$ cat src/rtl/mouse_position_tracker.sv
// PS/2 mouse packet assembler: collects status/dX/dY bytes and keeps a clamped
// on-screen {X, Y} position for the display stage, plus button state and a done strobe.
module mouse_position_tracker #(
    parameter int MAX_X         = 159,
    parameter int MAX_Y         = 119,
    parameter int TIMEOUT_WIDTH = 17,
    parameter int TIMEOUT_MAX   = 99999
) (
    input  logic        CLK,
    input  logic        RESET,
    input  logic [7:0]  BYTE_IN,
    input  logic        BYTE_VALID,
    input  logic        BYTE_ERROR,
    output logic [15:0] VALUE_OUT,
    output logic [2:0]  BUTTONS,
    output logic        PACKET_DONE
);

    typedef enum logic [1:0] {WAIT_STATUS, WAIT_DX, WAIT_DY} state_t;

    localparam logic signed [9:0]          W_MAX_X  = 10'(MAX_X);
    localparam logic signed [9:0]          W_MAX_Y  = 10'(MAX_Y);
    localparam logic [TIMEOUT_WIDTH-1:0]   W_TO_MAX = TIMEOUT_WIDTH'(TIMEOUT_MAX);

    state_t                   r_state;
    // {y_ovf, x_ovf, y_sign, x_sign, middle, right, left}; bit3 of the byte is only a sync marker
    logic [6:0]               r_status;
    logic [7:0]               r_dx;
    logic [7:0]               r_x;
    logic [7:0]               r_y;
    logic [2:0]               r_buttons;
    logic                     r_done;
    logic [TIMEOUT_WIDTH-1:0] r_cnt;

    logic signed [9:0]        w_dx;
    logic signed [9:0]        w_dy;
    logic signed [9:0]        w_sum_x;
    logic signed [9:0]        w_sum_y;
    logic [TIMEOUT_WIDTH-1:0] w_cnt_inc;

    function automatic logic [7:0] clamp(input logic signed [9:0] v, input logic signed [9:0] mx);
        if (v < 0)  return 8'd0;
        if (v > mx) return mx[7:0];
        return v[7:0];
    endfunction

    // dY comes straight from the incoming third byte so the packet applies on that edge
    assign w_dx      = {r_status[3], r_status[3], r_dx};
    assign w_dy      = {r_status[4], r_status[4], BYTE_IN};
    assign w_sum_x   = $signed({2'b00, r_x}) + w_dx;
    assign w_sum_y   = $signed({2'b00, r_y}) - w_dy;
    assign w_cnt_inc = r_cnt + TIMEOUT_WIDTH'(1);

    always_ff @(posedge CLK or negedge RESET) begin
        if (!RESET) begin
            r_state   <= WAIT_STATUS;
            r_status  <= '0;
            r_dx      <= '0;
            r_x       <= 8'(MAX_X / 2);
            r_y       <= 8'(MAX_Y / 2);
            r_buttons <= '0;
            r_done    <= 1'b0;
            r_cnt     <= '0;
        end else begin
            r_done <= 1'b0;
            if (BYTE_ERROR) begin
                r_state <= WAIT_STATUS;
                r_cnt   <= '0;
            end else if (BYTE_VALID) begin
                r_cnt <= '0;
                case (r_state)
                    WAIT_STATUS: begin
                        if (BYTE_IN[3]) begin
                            r_status <= {BYTE_IN[7:4], BYTE_IN[2:0]};
                            r_state  <= WAIT_DX;
                        end
                    end
                    WAIT_DX: begin
                        r_dx    <= BYTE_IN;
                        r_state <= WAIT_DY;
                    end
                    WAIT_DY: begin
                        if (!r_status[5]) r_x <= clamp(w_sum_x, W_MAX_X);
                        if (!r_status[6]) r_y <= clamp(w_sum_y, W_MAX_Y);
                        r_buttons <= r_status[2:0];
                        r_done    <= 1'b1;
                        r_state   <= WAIT_STATUS;
                    end
                    default: r_state <= WAIT_STATUS;
                endcase
            end else if (r_state != WAIT_STATUS) begin
                if (w_cnt_inc == W_TO_MAX) begin
                    r_state <= WAIT_STATUS;
                    r_cnt   <= '0;
                end else begin
                    r_cnt <= w_cnt_inc;
                end
            end else begin
                r_cnt <= '0;
            end
        end
    end

    assign VALUE_OUT   = {r_x, r_y};
    assign BUTTONS     = r_buttons;
    assign PACKET_DONE = r_done;

endmodule

$ cat config.mk
export PLATFORM = sky130hd
export DESIGN_NAME = mouse_position_tracker
export DESIGN_NICKNAME = d
export VERILOG_FILES = /design/src/rtl/mouse_position_tracker.sv
export SDC_FILE = /design/constraint.sdc
export NUM_CORES = 1
export LEC_CHECK = 0
export CAP_MARGIN = 20
export CORE_MARGIN = 5
export CORE_UTILIZATION = 60
export CTS_CLUSTER_SIZE = 12
export DETAILED_ROUTE_END_ITERATION = 10
export PLACE_DENSITY = 0.82
export REMOVE_ABC_BUFFERS = 1
export SLEW_MARGIN = 30
export SYNTH_ARGS = -nofsm -noshare
export SYNTH_HDL_FRONTEND = slang
export SYNTH_SLANG_ARGS = --single-unit
$ cat constraint.sdc
create_clock -name CLK -period 6.8 [get_ports CLK]
set_input_delay 2.04 -clock CLK [delete_from_list [all_inputs] [get_ports CLK]]
set_output_delay 2.04 -clock CLK [all_outputs]
set_load 0.02 [all_outputs]
==> metrics.md <==
| Metric | Value |
|---|---|
| Most used cells in the layout excluding fill and tap cells | dfrtp_1 (44), nand2_1 (34), clkdlybuf4s50_1 (30), o21ai_0 (23), nor2_1 (22) |
| Fmax | 235 MHz |
| Finish-stage setup viols | 0 |
| Placed cells | 433 |
| Avg WL per Cell | 16.7 µm |
| Vias in the first global route | 2660 |
| Hold Path Class | reg2reg |
| Critical Setup Path Class | in2reg |
| DRC | 0 |
| Setup crit start kind | input port |
| YS warnings | 0 |
| Core Area | 5170 µm² |
| Most common cell after layout, fill and taps aside | dfrtp_1 |
| Post-CTS setup buffers | 0 |
| Final RePlAce weighted congestion | 0.889 |
| Initial antenna violation count | 0 |
| Fin crit share | 0.625 |
| I/O pin total | 32 |
| # port buffers | 31 |
| Worst EP required | 7.06 ns |
| Period minus WS final | 4.25 ns |
| Reg2Reg Setup Slack | 4.05 ns |
| Reg2reg start | r_cnt[0]$_DFF_PN0_ |
| Gr usage total | 0.217 |
| NumNets Final | 402 |
| Critical Path Sink | r_y[3]$_DFFE_PN1P_ |
| Yosys reg bits | 54 |
| DR iter-0 viols | 149 |
| Final std cells w/o fill | 441 |
| Clock sinks | 54 |
| Outcome | complete, no violations |
| Actual slew at the worst max-slew pin | 0.938 ns |
| Fill count | 394 |
| Die Height | 83.6 µm |
| Hold Buf Count CTS | 0 |
| Die area | 6990 µm² |
| Vias | 2750 |
| CTS H-Tree Depth | 2 |
| Vias per cell | 6.24 |
| Clk pin slew, worst setup/hold paths | 0.09 ns |
| Die extent in x | 83.6 µm |
| PostCTS Resize Cnt | 0 |
| Fin Setup TNS | 0 ns |
| CTS max path bufs | 2 |
| Leakage | 1.61 nW |
| Max cap viols | 0 |
| DRT Wirelength | 7.34 mm |
| Largest net degree at the start of global routing | 55 |
| Post-route ant nets | 0 |
| Worst path arrival time | 4.51 ns |
| Share of layout cells above drive strength 1 | 0.0997 |
| Power per cell area | 247 nW/µm² |
| Post-layout util | 0.720 |
| CP Max Fanout | 6 |
| Post-synth cell types | 56 |
| Max VDD drop | 146 µV |
| Finished Cell Area | 3730 µm² |
| RSZ-0062 raised after global routing | no |
| First-pass DRT Iterations | 4 |
| Root Driver | clkbuf_8 |
| Worst setup path start | BYTE_IN[0] |
| Area grow syn2layout | 14.7% |
| Final hold vios | 0 |
| Worst-case reg-to-reg path depth | 7 |
| Ant diodes | 0 |
| Grt ovf | 0 |
| Clock Skews | 0.00952 ns |
| Mapped Cells | 338 |
| TritonCTS clock tree | built |
| Row count | 26 |
| Synth async-reset ratio | 1.00 |
| CP endpoint kind | flop |
| Netlist Area Pre-Place | 3250 µm² |
| Reg2reg end | r_cnt[7]$_DFF_PN0_ |
| Placed instance area | 3620 µm² |
| Slew HR | 0.373 |
| Max-slew violations | 0 |
| Synth Area per Inst | 9.61 µm² |
| Initial core utilization | 0.628 |
| CTS buffer count | 5 |
| Main flop type after synthesis | dfrtp_1 |
| First-pass GRT wire length | 12.5 mm |
| Clock Latency Late Sink | 0.32 ns |
| Number of synthesized flops with an enable pin | 0 |
| Register area share after synthesis | 0.420 |
| Final HPWL DP | 5.54 mm |
-- synthesized netlist by cell type, drive strengths merged, types with 2 or more instances --
cell	n	area share
dfrtp	44	0.34
nand2	34	0.039
o21ai	24	0.037
nor2	22	0.025
ha	18	0.069
inv	16	0.018
nor3	15	0.025
xor2	14	0.038
a21oi	12	0.018
nand3	12	0.020
xnor2	12	0.032
dfstp	10	0.081
mux2	9	0.031
a211oi	6	0.014
a21o	6	0.014
nand2b	6	0.012
a32oi	5	0.013
nand4	5	0.0096
nor4	5	0.012
a31o	4	0.011
a31oi	4	0.0077
and3	4	0.0077
clkbuf	4	0.0046
nor2b	4	0.0077
nor3b	4	0.0092
and4	3	0.0085
buf	3	0.0069
nand3b	3	0.0069
o21a	3	0.0069
o31ai	3	0.0069
or3	3	0.0062
and2	2	0.0039
fa	2	0.012
o31a	2	0.0054
or4	2	0.0046
-- state kept, by name, summed over array words and instances, names as in the netlist --
signal / count
PACKET_DONE: 1
r_status: 7
r_dx: 8
r_x: 8
r_y: 8
r_cnt: 17
r_state: 2
BUTTONS: 3
-- per-layer routing --
layer / up-vias / share of wire / track usage
met5: - / 0 / 0
met4: 0 / 0.012 / 0.0614
met3: 9 / 0.051 / 0.0434
met2: 79 / 0.51 / 0.380
met1: 1370 / 0.43 / 0.272
li1: 1292 / - / -
-- kinds of logic after synthesis --
family                     synth area share
adders and majority gates            0.0816
buffers and inverters                0.0300
and+or+nand+nor                       0.210
xor gates and xnor gates             0.0701
AOI/OAI and AO/OA                     0.157
DFF                                   0.420
muxes                                0.0312
-- critical path, cell delays in order --
cell,delay [ns]
clkdlybuf4s50_1,0.51
ha_1,0.19
inv_1,0.06
fa_1,0.41
a211oi_1,0.26
nor2_1,0.12
o22ai_1,0.18
xor2_1,0.11
a21oi_1,0.39
a31o_2,0.24
-- final cells by class --
| type | count | area, µm² | share of cell area |
|---|---|---|---|
| sequential | 54 | 1360 | 0.366 |
| clock inverter | 2 | 37.5 | 0.0101 |
| timing repair buffer | 32 | 313 | 0.0839 |
| tap | 70 | 87.6 | 0.0235 |
| multi-input combinational | 261 | 1790 | 0.481 |
| inverter | 16 | 60.1 | 0.0161 |
| clock buffer | 6 | 72.6 | 0.0195 |
-- worst min-delay path by stage --
| stage | endpoint | slack, ns | cells after the start | startpoint |
|---|---|---|---|---|
| after global routing | r_x[0]$_DFFE_PN1P_ | 0.51 | 2 | r_x[0]$_DFFE_PN1P_ |
| after floorplan | BUTTONS[0]$_DFFE_PN0P_ | 0.44 | 2 | r_status[0]$_DFFE_PN0P_ |
| after detailed placement | BUTTONS[2]$_DFFE_PN0P_ | 0.47 | 2 | r_status[2]$_DFFE_PN0P_ |
| after global placement | r_status[5]$_DFFE_PN0P_ | 0.46 | 2 | r_status[5]$_DFFE_PN0P_ |
| after CTS | BUTTONS[2]$_DFFE_PN0P_ | 0.49 | 2 | r_status[2]$_DFFE_PN0P_ |
| final | BUTTONS[2]$_DFFE_PN0P_ | 0.48 | 2 | r_status[2]$_DFFE_PN0P_ |
-- power breakdown --
group / internal, mW / switching (mW) / total (mW) / leakage (nW)
combinational: 0.138 / 0.162 / 0.300 / 0.873
sequential: 0.369 / 0.0370 / 0.406 / 0.689
clock: 0.110 / 0.106 / 0.216 / 0.0514
-- metrics by stage --
step / power, mW / hold slack [ns] / setup WS (ns)
4_1_cts: 0.925 / 0.487 / 2.59
3_3_place_gp: 0.702 / 0.456 / 2.36
2_1_floorplan: 0.608 / 0.439 / 3.06
6_report: 0.922 / 0.482 / 2.55
5_1_grt: 0.979 / 0.513 / 2.39
3_5_place_dp: 0.710 / 0.466 / 2.26
No activity file was read; power rests on OpenSTA's default activity.
